===== config.mk =====
export PLATFORM = sky130hd
export DESIGN_NAME = char_move_controller
export DESIGN_NICKNAME = d
export VERILOG_FILES = /design/src/rtl/char_move_controller.sv
export SDC_FILE = /design/constraint.sdc
export NUM_CORES = 1
export LEC_CHECK = 0
export BUFFER_PORTS_ARGS = -buffer_cell sky130_fd_sc_hd__buf_2
export CAP_MARGIN = 30
export CELL_PAD_IN_SITES_DETAIL_PLACEMENT = 1
export CELL_PAD_IN_SITES_GLOBAL_PLACEMENT = 2
export CORE_MARGIN = 5
export CORE_UTILIZATION = 36
export DETAILED_ROUTE_END_ITERATION = 6
export MAX_ROUTING_LAYER = met4
export PLACE_DENSITY = 0.85
export SYNTH_ARGS = -nofsm -noshare
export SYNTH_HDL_FRONTEND = slang
export SYNTH_SLANG_ARGS = --single-unit

===== constraint.sdc =====
create_clock -name Clk -period 3.75 [get_ports Clk]
set_input_delay 0.75 -clock Clk [delete_from_list [all_inputs] [get_ports Clk]]
set_output_delay 0.75 -clock Clk [all_outputs]
set_load 0.02 [all_outputs]

===== src/rtl/char_move_controller.sv =====
// -----------------------------------------------------------------------------
// char_move_controller
//
// Converts USB HID keycodes into tile-locked character motion for the frame
// drawer. Every step moves exactly TILE pixels. Time advances one tick per
// video frame. The tick comes from the end of the active-low vsync pulse.
//
// Ports
//   Clk            in   1   system clock
//   Reset_n        in   1   asynchronous active-low reset
//   VGA_VS         in   1   vsync, asynchronous to Clk, active-low
//   keycode        in   8   USB HID keycode, 0 = no key
//   state_num      in   4   game state; motion is enabled only when == 3
//   direction      out  2   0 down, 1 up, 2 left, 3 right
//   charMoveFrame  out  2   walk-cycle frame 0..2
//   charIsMoving   out  1   high while a step is in progress
//   charIsRunning  out  1   high while the current step is a run
//   char_x         out 10   map x of the character box (top-left), pixels
//   char_y         out 10   map y of the character box (top-left), pixels
//   move_done      out  1   one-Clk pulse when a step completes
// -----------------------------------------------------------------------------
module char_move_controller #(
    parameter int unsigned TILE        = 16,
    parameter int unsigned TURN_FRAMES = 4,
    parameter int unsigned ANIM_DIV    = 4,
    parameter int unsigned START_X     = 224,
    parameter int unsigned START_Y     = 362,
    parameter int unsigned X_MIN       = 0,
    parameter int unsigned X_MAX       = 448,
    parameter int unsigned Y_MIN       = 0,
    parameter int unsigned Y_MAX       = 448
) (
    input  logic       Clk,
    input  logic       Reset_n,
    input  logic       VGA_VS,
    input  logic [7:0] keycode,
    input  logic [3:0] state_num,
    output logic [1:0] direction,
    output logic [1:0] charMoveFrame,
    output logic       charIsMoving,
    output logic       charIsRunning,
    output logic [9:0] char_x,
    output logic [9:0] char_y,
    output logic       move_done
);

    typedef enum logic [1:0] {
        IDLE = 2'd0,
        TURN = 2'd1,
        STEP = 2'd2
    } state_t;

    localparam logic [9:0]  TILE10    = 10'(TILE);
    localparam logic [9:0]  START_X10 = 10'(START_X);
    localparam logic [9:0]  START_Y10 = 10'(START_Y);
    localparam logic [10:0] TILE11    = 11'(TILE);
    localparam logic [10:0] X_MIN11   = 11'(X_MIN);
    localparam logic [10:0] X_MAX11   = 11'(X_MAX);
    localparam logic [10:0] Y_MIN11   = 11'(Y_MIN);
    localparam logic [10:0] Y_MAX11   = 11'(Y_MAX);
    localparam logic [7:0]  TURN_LAST = 8'(TURN_FRAMES - 1);
    localparam logic [7:0]  ANIM_TOP  = 8'(ANIM_DIV);

    // vsync synchronizer and edge detect
    logic vs_meta_q, vs_meta_d;
    logic vs_sync_q, vs_sync_d;
    logic vs_prev_q, vs_prev_d;
    logic tick;

    state_t     state_q, state_d;
    logic [1:0] dir_q, dir_d;
    logic [1:0] frame_q, frame_d;
    logic       moving_q, moving_d;
    logic       running_q, running_d;
    logic [9:0] x_q, x_d;
    logic [9:0] y_q, y_d;
    logic       done_q, done_d;
    logic [7:0] turn_q, turn_d;
    logic [7:0] anim_q, anim_d;
    logic [9:0] rem_q, rem_d;

    logic       key_valid;
    logic       key_run;
    logic [1:0] key_dir;
    logic       blocked;
    logic [9:0] step_px;

    always_comb begin
        vs_meta_d = VGA_VS;
        vs_sync_d = vs_meta_q;
        vs_prev_d = vs_sync_q;
    end

    // Rising edge of the synchronized vsync marks the end of the pulse.
    assign tick = vs_sync_q & ~vs_prev_q;

    always_comb begin
        key_valid = 1'b1;
        key_run   = 1'b0;
        key_dir   = 2'd0;
        case (keycode)
            8'h16: key_dir = 2'd0;
            8'h1A: key_dir = 2'd1;
            8'h04: key_dir = 2'd2;
            8'h07: key_dir = 2'd3;
            8'h51: begin key_dir = 2'd0; key_run = 1'b1; end
            8'h52: begin key_dir = 2'd1; key_run = 1'b1; end
            8'h50: begin key_dir = 2'd2; key_run = 1'b1; end
            8'h4F: begin key_dir = 2'd3; key_run = 1'b1; end
            default: key_valid = 1'b0;
        endcase
    end

    // Bounds are checked in 11 bits so a target below zero cannot wrap.
    always_comb begin
        blocked = 1'b0;
        case (key_dir)
            2'd0: blocked = ({1'b0, y_q} + TILE11) > Y_MAX11;
            2'd1: blocked = {1'b0, y_q} < (Y_MIN11 + TILE11);
            2'd2: blocked = {1'b0, x_q} < (X_MIN11 + TILE11);
            default: blocked = ({1'b0, x_q} + TILE11) > X_MAX11;
        endcase
    end

    assign step_px = running_q ? 10'd2 : 10'd1;

    always_comb begin
        state_d   = state_q;
        dir_d     = dir_q;
        frame_d   = frame_q;
        moving_d  = moving_q;
        running_d = running_q;
        x_d       = x_q;
        y_d       = y_q;
        done_d    = 1'b0;
        turn_d    = turn_q;
        anim_d    = anim_q;
        rem_d     = rem_q;

        if (tick) begin
            case (state_q)
                IDLE: begin
                    if (key_valid) begin
                        if (key_dir != dir_q) begin
                            dir_d   = key_dir;
                            state_d = TURN;
                            turn_d  = '0;
                        end else if (!blocked) begin
                            state_d   = STEP;
                            rem_d     = TILE10;
                            moving_d  = 1'b1;
                            running_d = key_run;
                            frame_d   = 2'd1;
                            anim_d    = '0;
                        end
                    end
                end
                TURN: begin
                    turn_d = turn_q + 8'd1;
                    if (turn_q == TURN_LAST) begin
                        state_d = IDLE;
                    end
                end
                STEP: begin
                    case (dir_q)
                        2'd0: y_d = y_q + step_px;
                        2'd1: y_d = y_q - step_px;
                        2'd2: x_d = x_q - step_px;
                        default: x_d = x_q + step_px;
                    endcase
                    rem_d = rem_q - step_px;
                    if ((anim_q + 8'd1) == ANIM_TOP) begin
                        anim_d  = '0;
                        frame_d = (frame_q == 2'd2) ? 2'd0 : frame_q + 2'd1;
                    end else begin
                        anim_d = anim_q + 8'd1;
                    end
                    if (rem_q == step_px) begin
                        state_d   = IDLE;
                        moving_d  = 1'b0;
                        running_d = 1'b0;
                        frame_d   = 2'd0;
                        anim_d    = '0;
                        done_d    = 1'b1;
                    end
                end
                default: state_d = IDLE;
            endcase
        end

        // Leaving the play state abandons any step where it stands. It acts on
        // every Clk, not only on ticks.
        if (state_num != 4'd3) begin
            state_d   = IDLE;
            moving_d  = 1'b0;
            running_d = 1'b0;
            frame_d   = 2'd0;
            done_d    = 1'b0;
            turn_d    = '0;
            anim_d    = '0;
            rem_d     = '0;
            if (state_num == 4'd0) begin
                x_d   = START_X10;
                y_d   = START_Y10;
                dir_d = 2'd0;
            end
        end
    end

    always_ff @(posedge Clk or negedge Reset_n) begin
        if (!Reset_n) begin
            // vsync idles high, so preload high to avoid a false tick after reset
            vs_meta_q <= 1'b1;
            vs_sync_q <= 1'b1;
            vs_prev_q <= 1'b1;
            state_q   <= IDLE;
            dir_q     <= 2'd0;
            frame_q   <= 2'd0;
            moving_q  <= 1'b0;
            running_q <= 1'b0;
            x_q       <= START_X10;
            y_q       <= START_Y10;
            done_q    <= 1'b0;
            turn_q    <= '0;
            anim_q    <= '0;
            rem_q     <= '0;
        end else begin
            vs_meta_q <= vs_meta_d;
            vs_sync_q <= vs_sync_d;
            vs_prev_q <= vs_prev_d;
            state_q   <= state_d;
            dir_q     <= dir_d;
            frame_q   <= frame_d;
            moving_q  <= moving_d;
            running_q <= running_d;
            x_q       <= x_d;
            y_q       <= y_d;
            done_q    <= done_d;
            turn_q    <= turn_d;
            anim_q    <= anim_d;
            rem_q     <= rem_d;
        end
    end

    assign direction     = dir_q;
    assign charMoveFrame = frame_q;
    assign charIsMoving  = moving_q;
    assign charIsRunning = running_q;
    assign char_x        = x_q;
    assign char_y        = y_q;
    assign move_done     = done_q;

endmodule


==> parameters.txt, run 1 <==
Parameter                              Value

Timing
  Max transition margin    0.561
  Final Critical Period    between 3000 and 4000 ps
  Setup repair after global routing missed its margin    no
  Final Hold Viols    0
  Highest attainable clock frequency    roughly 310 MHz
  Sum of negative setup slack    0 ps
  Worst-case clock skew    around 8.4 ps
  Setup Viol. Count Final    0
  Count of pins over their slew limit    0
  Final period util    0.864
  Worst Tran Pin Value    approximately 660 ps
  Final hold slack    357 ps

Drt
  Starting DRT DRC Count    about 160
  Detailed-router iteration count before antenna repair    4
  Average detailed-routed wire length per instance    between 15 and 20 um
  Remaining antenna violation count    0
  Vias after detailed routing    3521
  Detailed Route WL    approximately 11000 um
  Post-route DRC violation count    0
  Per-cell via count in the routed design    between 5 and 6

Final layout
  Number of inserted diodes    0
  Core occupancy in the finished layout    0.425
  Layout cell share with drive strength beyond 1    0.184
  Area growth syn-to-layout    15.4%
  Most frequent cells in the layout    47 x dfrtp_1, 41 x nand2_1, 41 x buf_2
  Net count, final    516
  Commonest non-fill, non-tap cell in the layout    dfrtp_1

Setup path
  Crit path DAT    3470 ps
  Category of the worst setup path launch point    input pin
  Type of the setup path with the least slack    input pin to flip-flop
  Cell family with most CP delay    simple AND/OR/NAND/NOR gates
  Slowest cell on the critical path    or4b_1
  Buf/Inv on CP    1
  Critical path's largest stage delay    650 ps
  Required time at the endpoint of the critical path    a little under 4000 ps
  Maximum fanout encountered on the critical timing path    12
  Capturing element type of the critical path    flip-flop
  Crit path top cell by count    or4b_1
  Cells along the critical path    buf_2 > and4b_1 > or4b_1 > and4_1 > o21bai_1 > or4b_1 > nor2_1 > mux2_2

Synth
  Yosys cell types    62
  Syn nets    between 400 and 500
  Post-synthesis share of cell area spent on and, or, nand and nor gates    0.293
  #FFs+latches synth    58
  Adder-cell share of the synthesized area    0.0423
  Largest family of logic cells by synthesized area    simple AND/OR/NAND/NOR gates
  Count of yosys warnings during synthesis    0
  Xor and xnor fraction of the mapped netlist area    0.0301
  Post-synth top flop    dfrtp_1
  Synthesized area per cell    approximately 8.5 um2
  Number of enable flip-flop cells after synthesis    0
  Multiplexer share of the synthesized area    0.0112
  FFs w/ async S/R, synth    1.00
  Post-synthesis instance area    approximately 3800 um2
  Cell count after synthesis    around 450
  Compound-cell area share of the yosys netlist    0.200
  Share of synthesized area occupied by flip-flops and latches    0.387

Outcome
  Outcome    completed

Die
  Initial core utilization    0.368
  Placeable core area    ~10000 um2
  Die Footprint    approximately 13000 um2
  Overall die height    113 um
  Die width    around 110 um
  # rows    37
  Number of top-level pins    42

Clock tree
  Number of cells upsized or downsized after cts    0
  Hold buffer count at CTS    0
  H-tree levels    3
  Buffer cell driving the clock tree root    clkbuf_8
  TritonCTS clock tree    yes
  Number of buffers added for setup after CTS    0
  Clock-pin slew of the registers on the worst-case setup and hold paths    roughly 70 ps
  Number of sinks driven by the clock tree    58
  Number of buffers between clock root and the deepest sink    2
  Clock latency reported for the late side of the worst-skew pair    ~340 ps
  Total clock buffers created by CTS    9

Place
  Count of input and output buffers    about 40
  DP HPWL    about 7800 um
  Placer Congestion    ~0.82

Global route
  Maximum number of pins on one net before global-route repair    27
  Number of antenna violations at the first check in global routing    0
  Number of global-route vias before repair    3726
  Grt ovf    0
  All-layer global routing usage    0.182
  First-pass GRT wire length    around 19000 um

Hold path
  Path class of the lowest-slack min-delay path    flip-flop to flip-flop

Job
  Count of max-cap constraint violations    0

Power and ir drop
  Pwr per Cell Area    between 300 and 400 nW/um2
  Static Leakage    1.92 nW
  Worst VDD drop    0.141 mV
sequential cells by signal (all words and copies together) (netlist names), 2 cells and up:
signal	cells
char_x	10
char_y	10
rem_q	10
anim_q	8
turn_q	8
charMoveFrame	2
direction	2
state_q	2
worst reg2reg max path, stage by stage, from the launching register on:
cell     delay [ps]
dfrtp_1         430
or4_4           560
nor4_4          230
and4b_4         300
nor2_2           70
or4_4           520
or4_4           510
o31ai_2         220
metal layers:
layer	track usage	up-vias	share of wire
li1	-	1717	-
met5	-	-	0
met2	0.287	53	0.46
met1	0.243	1741	0.49
met3	0.0340	10	0.035
met4	0.0449	0	0.011
path summary, 6_finish.rpt:
check,startpoint,end,slack (ps),depth (start not counted)
min in group asynchronous,Reset_n,char_x[2],370,1
max,keycode[4],charMoveFrame[0],510,8
max reg2reg,rem_q[2],charIsRunning,820,7
min,vs_meta_q,vs_prev_d,360,0
min reg2reg,vs_meta_q,vs_prev_d,360,0
max in group asynchronous,Reset_n,anim_q[7],2620,3
cell type report:
cell class              instances  area (um2)
flip-flops and latches         58        1470
multi-input cells             353        2190
clock inverters                 3        40.0
inverters                      15        56.3
well taps                     136         170
repair buffers                 53         308
clock buffers                  13         139
fillers                      1268        5910
stage by stage:
step	power [mW]	cell area, um2	std cells	setup WS, ps
CTS	1.41	4370	631	519
global placement	0.819	4170	614	259
detailed placement	0.829	4190	615	162
global route	1.45	4370	631	318
finish	1.38	4370	631	508
floorplan	0.759	3780	446	572
power breakdown:
part | switching (mW) | internal (mW) | leakage, nW
Combinational | 0.0973 | 0.0547 | 1.06
Clock | 0.263 | 0.306 | 0.0914
Sequential | 0.0222 | 0.642 | 0.769
kinds of logic (layout without fill, tap and decap cells):
group,count (synthesis),count (layout)
mux,4,4
flops,58,58
buf+inv,35,84
compound gates,122,122
simple gates,203,203
fa+ha+maj,11,11
xor+xnor,13,13
synth_stat cells (all sizes together), types with 6 or more instances:
master	number	area, um2
dfrtp	47	1180
o21ai	46	230
nand2	41	154
nor2	41	156
a21oi	28	140
nand3	18	90.1
inv	15	56.3
nor3	15	75.1
or3	14	87.6
clkbuf	13	48.8
nand2b	12	75.1
a21o	11	82.6
dfstp	11	289
o31ai	11	97.6
nor4	10	77.6
and3	9	56.3
xnor2	9	78.8
ha	8	100
or4	8	71.3
buf	7	31.3
nand4	7	43.8
nor2b	7	43.8
o211ai	6	45.0
Note: power is estimated with default switching activity, not from simulation.
==> inputs of run 2 (changes only) <==
Clock period 3.75 ns to 3.55 ns, I/O delays scaled along.
==> parameters.txt, run 2 (synthesis results as in run 1) <==
Parameter                              Value

Global route
  Number of antenna violations at the first check in global routing    0 (unchanged)
  All-layer global routing usage    0.174 (was 0.182)
  Number of global-route vias before repair    3657 (was 3726)
  Maximum number of pins on one net before global-route repair    36 (was 27)
  Grt ovf    0 (unchanged)
  First-pass GRT wire length    17900 um (was 18600 um)

Place
  Placer Congestion    0.820 (was 0.825)
  Count of input and output buffers    41 (unchanged)
  Place WS    159 ps (was 162 ps)
  Area after DPL    4150 um2 (was 4190 um2)
  DP HPWL    7710 um (was 7820 um)
  Number of placed cells counting well taps    612 (was 615)

Power and ir drop
  P_sw    0.396 mW (was 0.382 mW)
  Worst VDD drop    0.191 mV (was 0.141 mV)
  Pwr per Cell Area    346 nW/um2 (was 317 nW/um2)
  Logic pwr share    0.103 (was 0.110)
  Switching share of power    0.262 (was 0.276)
  Part of the power in the clock network    0.433 (was 0.411)
  Static Leakage    1.91 nW (was 1.92 nW)
  Relative contribution of sequential cells to total power    0.464 (was 0.479)
  Total power after layout    1.51 mW (was 1.38 mW)
  Design internal power    1.11 mW (was 1.00 mW)

Drt
  Remaining antenna violation count    0 (unchanged)
  Detailed-router iteration count before antenna repair    4 (unchanged)
  Vias after detailed routing    3523 (was 3521)
  Post-route DRC violation count    0 (unchanged)
  Per-cell via count in the routed design    5.61 (was 5.58)
  Average detailed-routed wire length per instance    16.6 um (was 16.7 um)
  Detailed Route WL    10400 um (was 10600 um)
  Starting DRT DRC Count    138 (was 162)

Clock tree
  TritonCTS clock tree    yes (unchanged)
  Buffer cell driving the clock tree root    clkbuf_8 (unchanged)
  Hold buffer count at CTS    0 (unchanged)
  Number of cells upsized or downsized after cts    0 (unchanged)
  Number of buffers added for setup after CTS    0 (unchanged)
  Clock latency reported for the late side of the worst-skew pair    340 ps (about the same)
  H-tree levels    3 (unchanged)
  Number of buffers between clock root and the deepest sink    2 (unchanged)
  Total clock buffers created by CTS    9 (unchanged)
  Number of sinks driven by the clock tree    58 (unchanged)
  Clock-pin slew of the registers on the worst-case setup and hold paths    60 ps (was 70 ps)

Setup path
  Capturing element type of the critical path    flip-flop (unchanged)
  Category of the worst setup path launch point    input pin (unchanged)
  Crit path DAT    3260 ps (was 3470 ps)
  Required time at the endpoint of the critical path    3760 ps (was 3980 ps)
  Internal reg-to-reg setup slack    580 ps (was 820 ps)
  Type of the setup path with the least slack    input pin to flip-flop (unchanged)
  Maximum fanout encountered on the critical timing path    11 (was 12)

Timing
  Setup repair after global routing missed its margin    no (unchanged)
  Final hold slack    356 ps (was 357 ps)
  Setup Viol. Count Final    0 (unchanged)
  Max transition margin    0.537 (was 0.561)
  Final period util    0.859
  Final Critical Period    about 3000 ps
  Worst-case clock skew    12.8 ps (was 8.44 ps)
  Worst Tran Pin Value    689 ps (was 656 ps)
  Final Hold Viols    0 (unchanged)
  Sum of negative setup slack    0 ps (unchanged)
  Count of pins over their slew limit    0 (unchanged)
  Highest attainable clock frequency    between 300 and 400 MHz
  Final Worst Setup Slack    502 ps (was 508 ps)

Final layout
  Net count, final    513 (was 516)
  Number of inserted diodes    0 (unchanged)
  Layout cell share with drive strength beyond 1    0.183 (was 0.184)
  Most frequent cells in the layout    47 x dfrtp_1, 41 x nand2_1, 41 x buf_2 (unchanged)
  Area growth syn-to-layout    15.2% (was 15.4%)
  Commonest non-fill, non-tap cell in the layout    dfrtp_1 (unchanged)
  Core occupancy in the finished layout    0.424 (was 0.425)
  Non-Filler Instances    628 (was 631)
  Post-route standard cell area excluding fillers    4360 um2 (was 4370 um2)

Outcome
  Outcome    completed (unchanged)

Die
  Placeable core area    10300 um2 (unchanged)
  Die width    113 um (unchanged)
  Die Footprint    12700 um2 (unchanged)
  Initial core utilization    0.368 (unchanged)
  Overall die height    113 um (unchanged)
  Number of top-level pins    42 (unchanged)
  # rows    37 (unchanged)

Job
  Count of max-cap constraint violations    0 (unchanged)

Hold path
  Path class of the lowest-slack min-delay path    flip-flop to flip-flop (unchanged)
run 2: cell types whose count changed in the layout (fill, tap and decap cells not counted), sizes merged:
cell / before / now
buf: 53 / 50
clkinv: 2 / 1
clkbuf: 13 / 14
run 2: worst max-delay path, cell delays in order:
cell     delay (ps)
buf_2           130
and4b_1         290
or4b_1          640
o21ai_1         230
o22ai_1         100
or4b_1          610
nor2_1          190
mux2_2          350
run 2: area by class of cell:
class	count	area, um2
fillers	1278	5920
multi-input cells	353	2190
flip-flops and latches	58	1470
repair buffers	50	273
clock buffers	14	173
well taps	136	170
inverters	15	56.3
clock inverters	2	35.0
run 2: path summary, 6_finish.rpt:
path / start / to / cells past startpoint
max: keycode[4] / charMoveFrame[1] / 8
min: vs_meta_q / vs_prev_d / 0
max reg2reg: rem_q[2] / charIsRunning / 7
min reg2reg: vs_meta_q / vs_prev_d / 0
max in group asynchronous: Reset_n / vs_meta_q / 2
min in group asynchronous: Reset_n / char_y[0] / 1
run 2: per-layer routing:
layer / share of wire / track usage / up-vias
met1: 0.50 / 0.237 / 1757
met4: 0.0066 / 0.0321 / 0
met2: 0.47 / 0.272 / 46
met5: 0 / - / -
met3: 0.024 / 0.0340 / 6
li1: - / - / 1714
run 2: power groups by stage:
stage	Clock (mW)	Sequential [mW]	Combinational, mW
6_report	0.654	0.701	0.155
3_5_place_dp	0	0.713	0.157
5_1_grt	0.698	0.705	0.174
3_3_place_gp	0	0.712	0.151
4_1_cts	0.672	0.701	0.158
2_1_floorplan	0	0.717	0.0844
==> inputs of run 3 (changes only) <==
Settings changed: ABC_AREA from default to 1, CORE_UTILIZATION 36 to 34, PLACE_DENSITY 0.85 to 0.86.
==> parameters.txt, run 3 <==
Parameter                              Value

Outcome
  Outcome    completed (unchanged)

Drt
  Starting DRT DRC Count    153 (was 138)
  Remaining antenna violation count    0 (unchanged)
  Detailed Route WL    12700 um (was 10400 um)
  Per-cell via count in the routed design    5.05 (was 5.61)
  Detailed-router iteration count before antenna repair    4 (unchanged)
  Average detailed-routed wire length per instance    14.7 um (was 16.6 um)
  Post-route DRC violation count    0 (unchanged)
  Vias after detailed routing    4387 (was 3523)

Power and ir drop
  Static Leakage    2.60 nW (was 1.91 nW)
  Worst VDD drop    0.208 mV (was 0.191 mV)
  Pwr per Cell Area    441 nW/um2 (was 346 nW/um2)
  Part of the power in the clock network    0.446 (was 0.433)
  P_sw    0.730 mW (was 0.396 mW)
  Logic pwr share    0.223 (was 0.103)
  Design internal power    1.55 mW (was 1.11 mW)
  Switching share of power    0.320 (was 0.262)
  Relative contribution of sequential cells to total power    0.331 (was 0.464)

Timing
  Setup Viol. Count Final    0 (unchanged)
  Setup repair after global routing missed its margin    no (unchanged)
  Sum of negative setup slack    0 ps (unchanged)
  Max transition margin    0.487 (was 0.537)
  Highest attainable clock frequency    384 MHz (was 328 MHz)
  Worst Tran Pin Value    767 ps (was 689 ps)
  Final Hold Viols    0 (unchanged)
  Count of pins over their slew limit    0 (unchanged)
  Worst-case clock skew    6.99 ps (was 12.8 ps)
  Final Critical Period    2600 ps (was 3050 ps)
  Final period util    0.733 (was 0.859)

Final layout
  Layout cell share with drive strength beyond 1    0.201 (was 0.183)
  Most frequent cells in the layout    176 x nand2_1, 83 x inv_1, 57 x nor2_1 (was 47 x dfrtp_1, 41 x nand2_1, 41 x buf_2)
  Net count, final    717 (was 513)
  Commonest non-fill, non-tap cell in the layout    nand2_1 (was dfrtp_1)
  Core occupancy in the finished layout    0.407 (was 0.424)
  Area growth syn-to-layout    16.6% (was 15.2%)
  Post-route standard cell area excluding fillers    5180 um2 (was 4360 um2)
  Non-Filler Instances    868 (was 628)
  Number of inserted diodes    0 (unchanged)

Setup path
  RR Startpoint    direction[1] (was rem_q[2])
  Capturing element type of the critical path    flip-flop (unchanged)
  Path depth of the worst reg2reg path    12 (was 7)
  Type of the setup path with the least slack    input pin to flip-flop (unchanged)
  Maximum fanout encountered on the critical timing path    35 (was 11)
  End of the worst register-to-register path    char_y[7] (was charIsRunning)
  Category of the worst setup path launch point    input pin (unchanged)
  Internal reg-to-reg setup slack    1010 ps (was 580 ps)
  Crit path DAT    2810 ps (was 3260 ps)
  Required time at the endpoint of the critical path    3760 ps (about the same)

Synth
  #FFs+latches synth    58 (unchanged)
  Synthesized area per cell    6.88 um2 (was 8.48 um2)
  Post-synthesis instance area    4440 um2 (was 3780 um2)
  Number of enable flip-flop cells after synthesis    0 (unchanged)
  Ranking of synthesized cells by area    dfrtp_1 26%, nand2_1 15%, inv_1 7.0% (was dfrtp_1 31%, dfstp_2 7.6%, nand2_1 4.1%)
  Cell count after synthesis    645 (was 446)
  Top-count cell post-synth    nand2_1 (was dfrtp_1)
  Yosys cell types    43 (was 62)
  Post-synth top flop    dfrtp_1 (unchanged)
  Area leader, netlist    dfrtp_1 (unchanged)
  Syn nets    671 (was 472)
  Count of yosys warnings during synthesis    0 (unchanged)
  Fraction of post-synthesis cell area in the top cell type by area    0.265 (was 0.311)
  Top post-synthesis cells by count    176 x nand2_1, 83 x inv_1, 57 x nor2_1 (was 47 x dfrtp_1, 41 x nand2_1, 40 x nor2_1)
  Share of synthesized area occupied by flip-flops and latches    0.330 (was 0.387)
  FFs w/ async S/R, synth    1.00 (unchanged)

Place
  Area after DPL    4840 um2 (was 4150 um2)
  DP HPWL    9500 um (was 7710 um)
  Number of placed cells counting well taps    852 (was 612)
  Count of input and output buffers    41 (unchanged)
  Placer Congestion    0.838 (was 0.820)

Global route
  Number of antenna violations at the first check in global routing    0 (unchanged)
  Maximum number of pins on one net before global-route repair    36 (unchanged)
  First-pass GRT wire length    21900 um (was 17900 um)
  Grt ovf    0 (unchanged)
  All-layer global routing usage    0.174 (about the same)
  Number of global-route vias before repair    4560 (was 3657)

Clock tree
  Number of buffers between clock root and the deepest sink    2 (unchanged)
  H-tree levels    3 (unchanged)
  Clock-pin slew of the registers on the worst-case setup and hold paths    50 ps (was 60 ps)
  Number of cells upsized or downsized after cts    0 (unchanged)
  Buffer cell driving the clock tree root    clkbuf_16 (was clkbuf_8)
  TritonCTS clock tree    yes (unchanged)
  Number of sinks driven by the clock tree    58 (unchanged)
  Number of buffers added for setup after CTS    0 (unchanged)
  Hold buffer count at CTS    0 (unchanged)
  Clock latency reported for the late side of the worst-skew pair    340 ps (about the same)
  Total clock buffers created by CTS    9 (unchanged)

Die
  Die width    124 um (was 113 um)
  Number of top-level pins    42 (unchanged)
  Die Footprint    15400 um2 (was 12700 um2)
  Overall die height    124 um (was 113 um)
  # rows    41 (was 37)
  Placeable core area    12700 um2 (was 10300 um2)
  Initial core utilization    0.349 (was 0.368)

Hold path
  Startpoint of the lowest-slack hold path    vs_meta_q (unchanged)
  Number of stages on the worst hold path    0 (unchanged)
  Worst Hold End    vs_prev_d (unchanged)
  Path class of the lowest-slack min-delay path    flip-flop to flip-flop (unchanged)

Job
  Count of max-cap constraint violations    0 (unchanged)
[run 3: worst max-delay path by stage]
| stage | from | to | slack, ps |
|---|---|---|---|
| after global routing | state_num[2] | rem_q[9] | 720 |
| after global placement | state_num[3] | anim_q[7] | 770 |
| after floorplan | direction[1] | char_y[7] | 1430 |
| after CTS | state_num[3] | rem_q[9] | 930 |
| after detailed placement | state_num[3] | rem_q[9] | 620 |
| final | state_num[3] | rem_q[9] | 950 |
[run 3: critical path: stages]
cell and delay [ps]:
buf_2 80, nor2_1 50, nand3_2 160, clkinv_1 450
nand2_1 290, nand3_1 150, a21oi_4 280, nand2_4 350
nand2_1 200, o21ai_2 70
[run 3: logic make-up (layout without fill, tap and decap cells)]
group | count (synthesis) | in the layout | synth area share
xor+xnor | 18 | 18 | 0.0355
simple gates | 360 | 360 | 0.375
buf+inv | 102 | 153 | 0.0922
compound gates | 96 | 96 | 0.132
fa+ha+maj | 11 | 11 | 0.0361
flops | 58 | 58 | 0.330
[run 3: through the flow]
stage               setup WS (ps)  hold slack, ps  power (mW)
finish                        947             354        2.28
global placement              766             346        1.26
global route                  720             356        2.40
detailed placement            620             347        1.28
CTS                           931             355        2.30
floorplan                    1430             345        1.13
[run 3: per-layer routing]
layer	wire, um	GRT usage	vias up	part of all wire
li1	-	-	2184	-
met1	6160	0.225	2132	0.48
met2	5970	0.273	56	0.47
met3	412	0.0382	15	0.032
met4	192	0.0522	0	0.015
met5	0	-	-	0
[run 3: final cells by class]
cell class / count / area (um2)
clock buffer: 10 / 229
sequential: 58 / 1470
clock inverter: 6 / 105
multi-input combinational: 485 / 2560
inverter: 91 / 342
timing repair buffer: 46 / 255
tap: 172 / 215
fill: 1652 / 7550
[run 3: power by group through the flow]
stage / clock (mW) / sequential (mW) / combinational, mW
6_report: 1.02 / 0.755 / 0.509
5_1_grt: 1.06 / 0.762 / 0.579
4_1_cts: 1.03 / 0.755 / 0.514
3_5_place_dp: 0 / 0.765 / 0.510
3_3_place_gp: 0 / 0.762 / 0.497
2_1_floorplan: 0 / 0.789 / 0.336
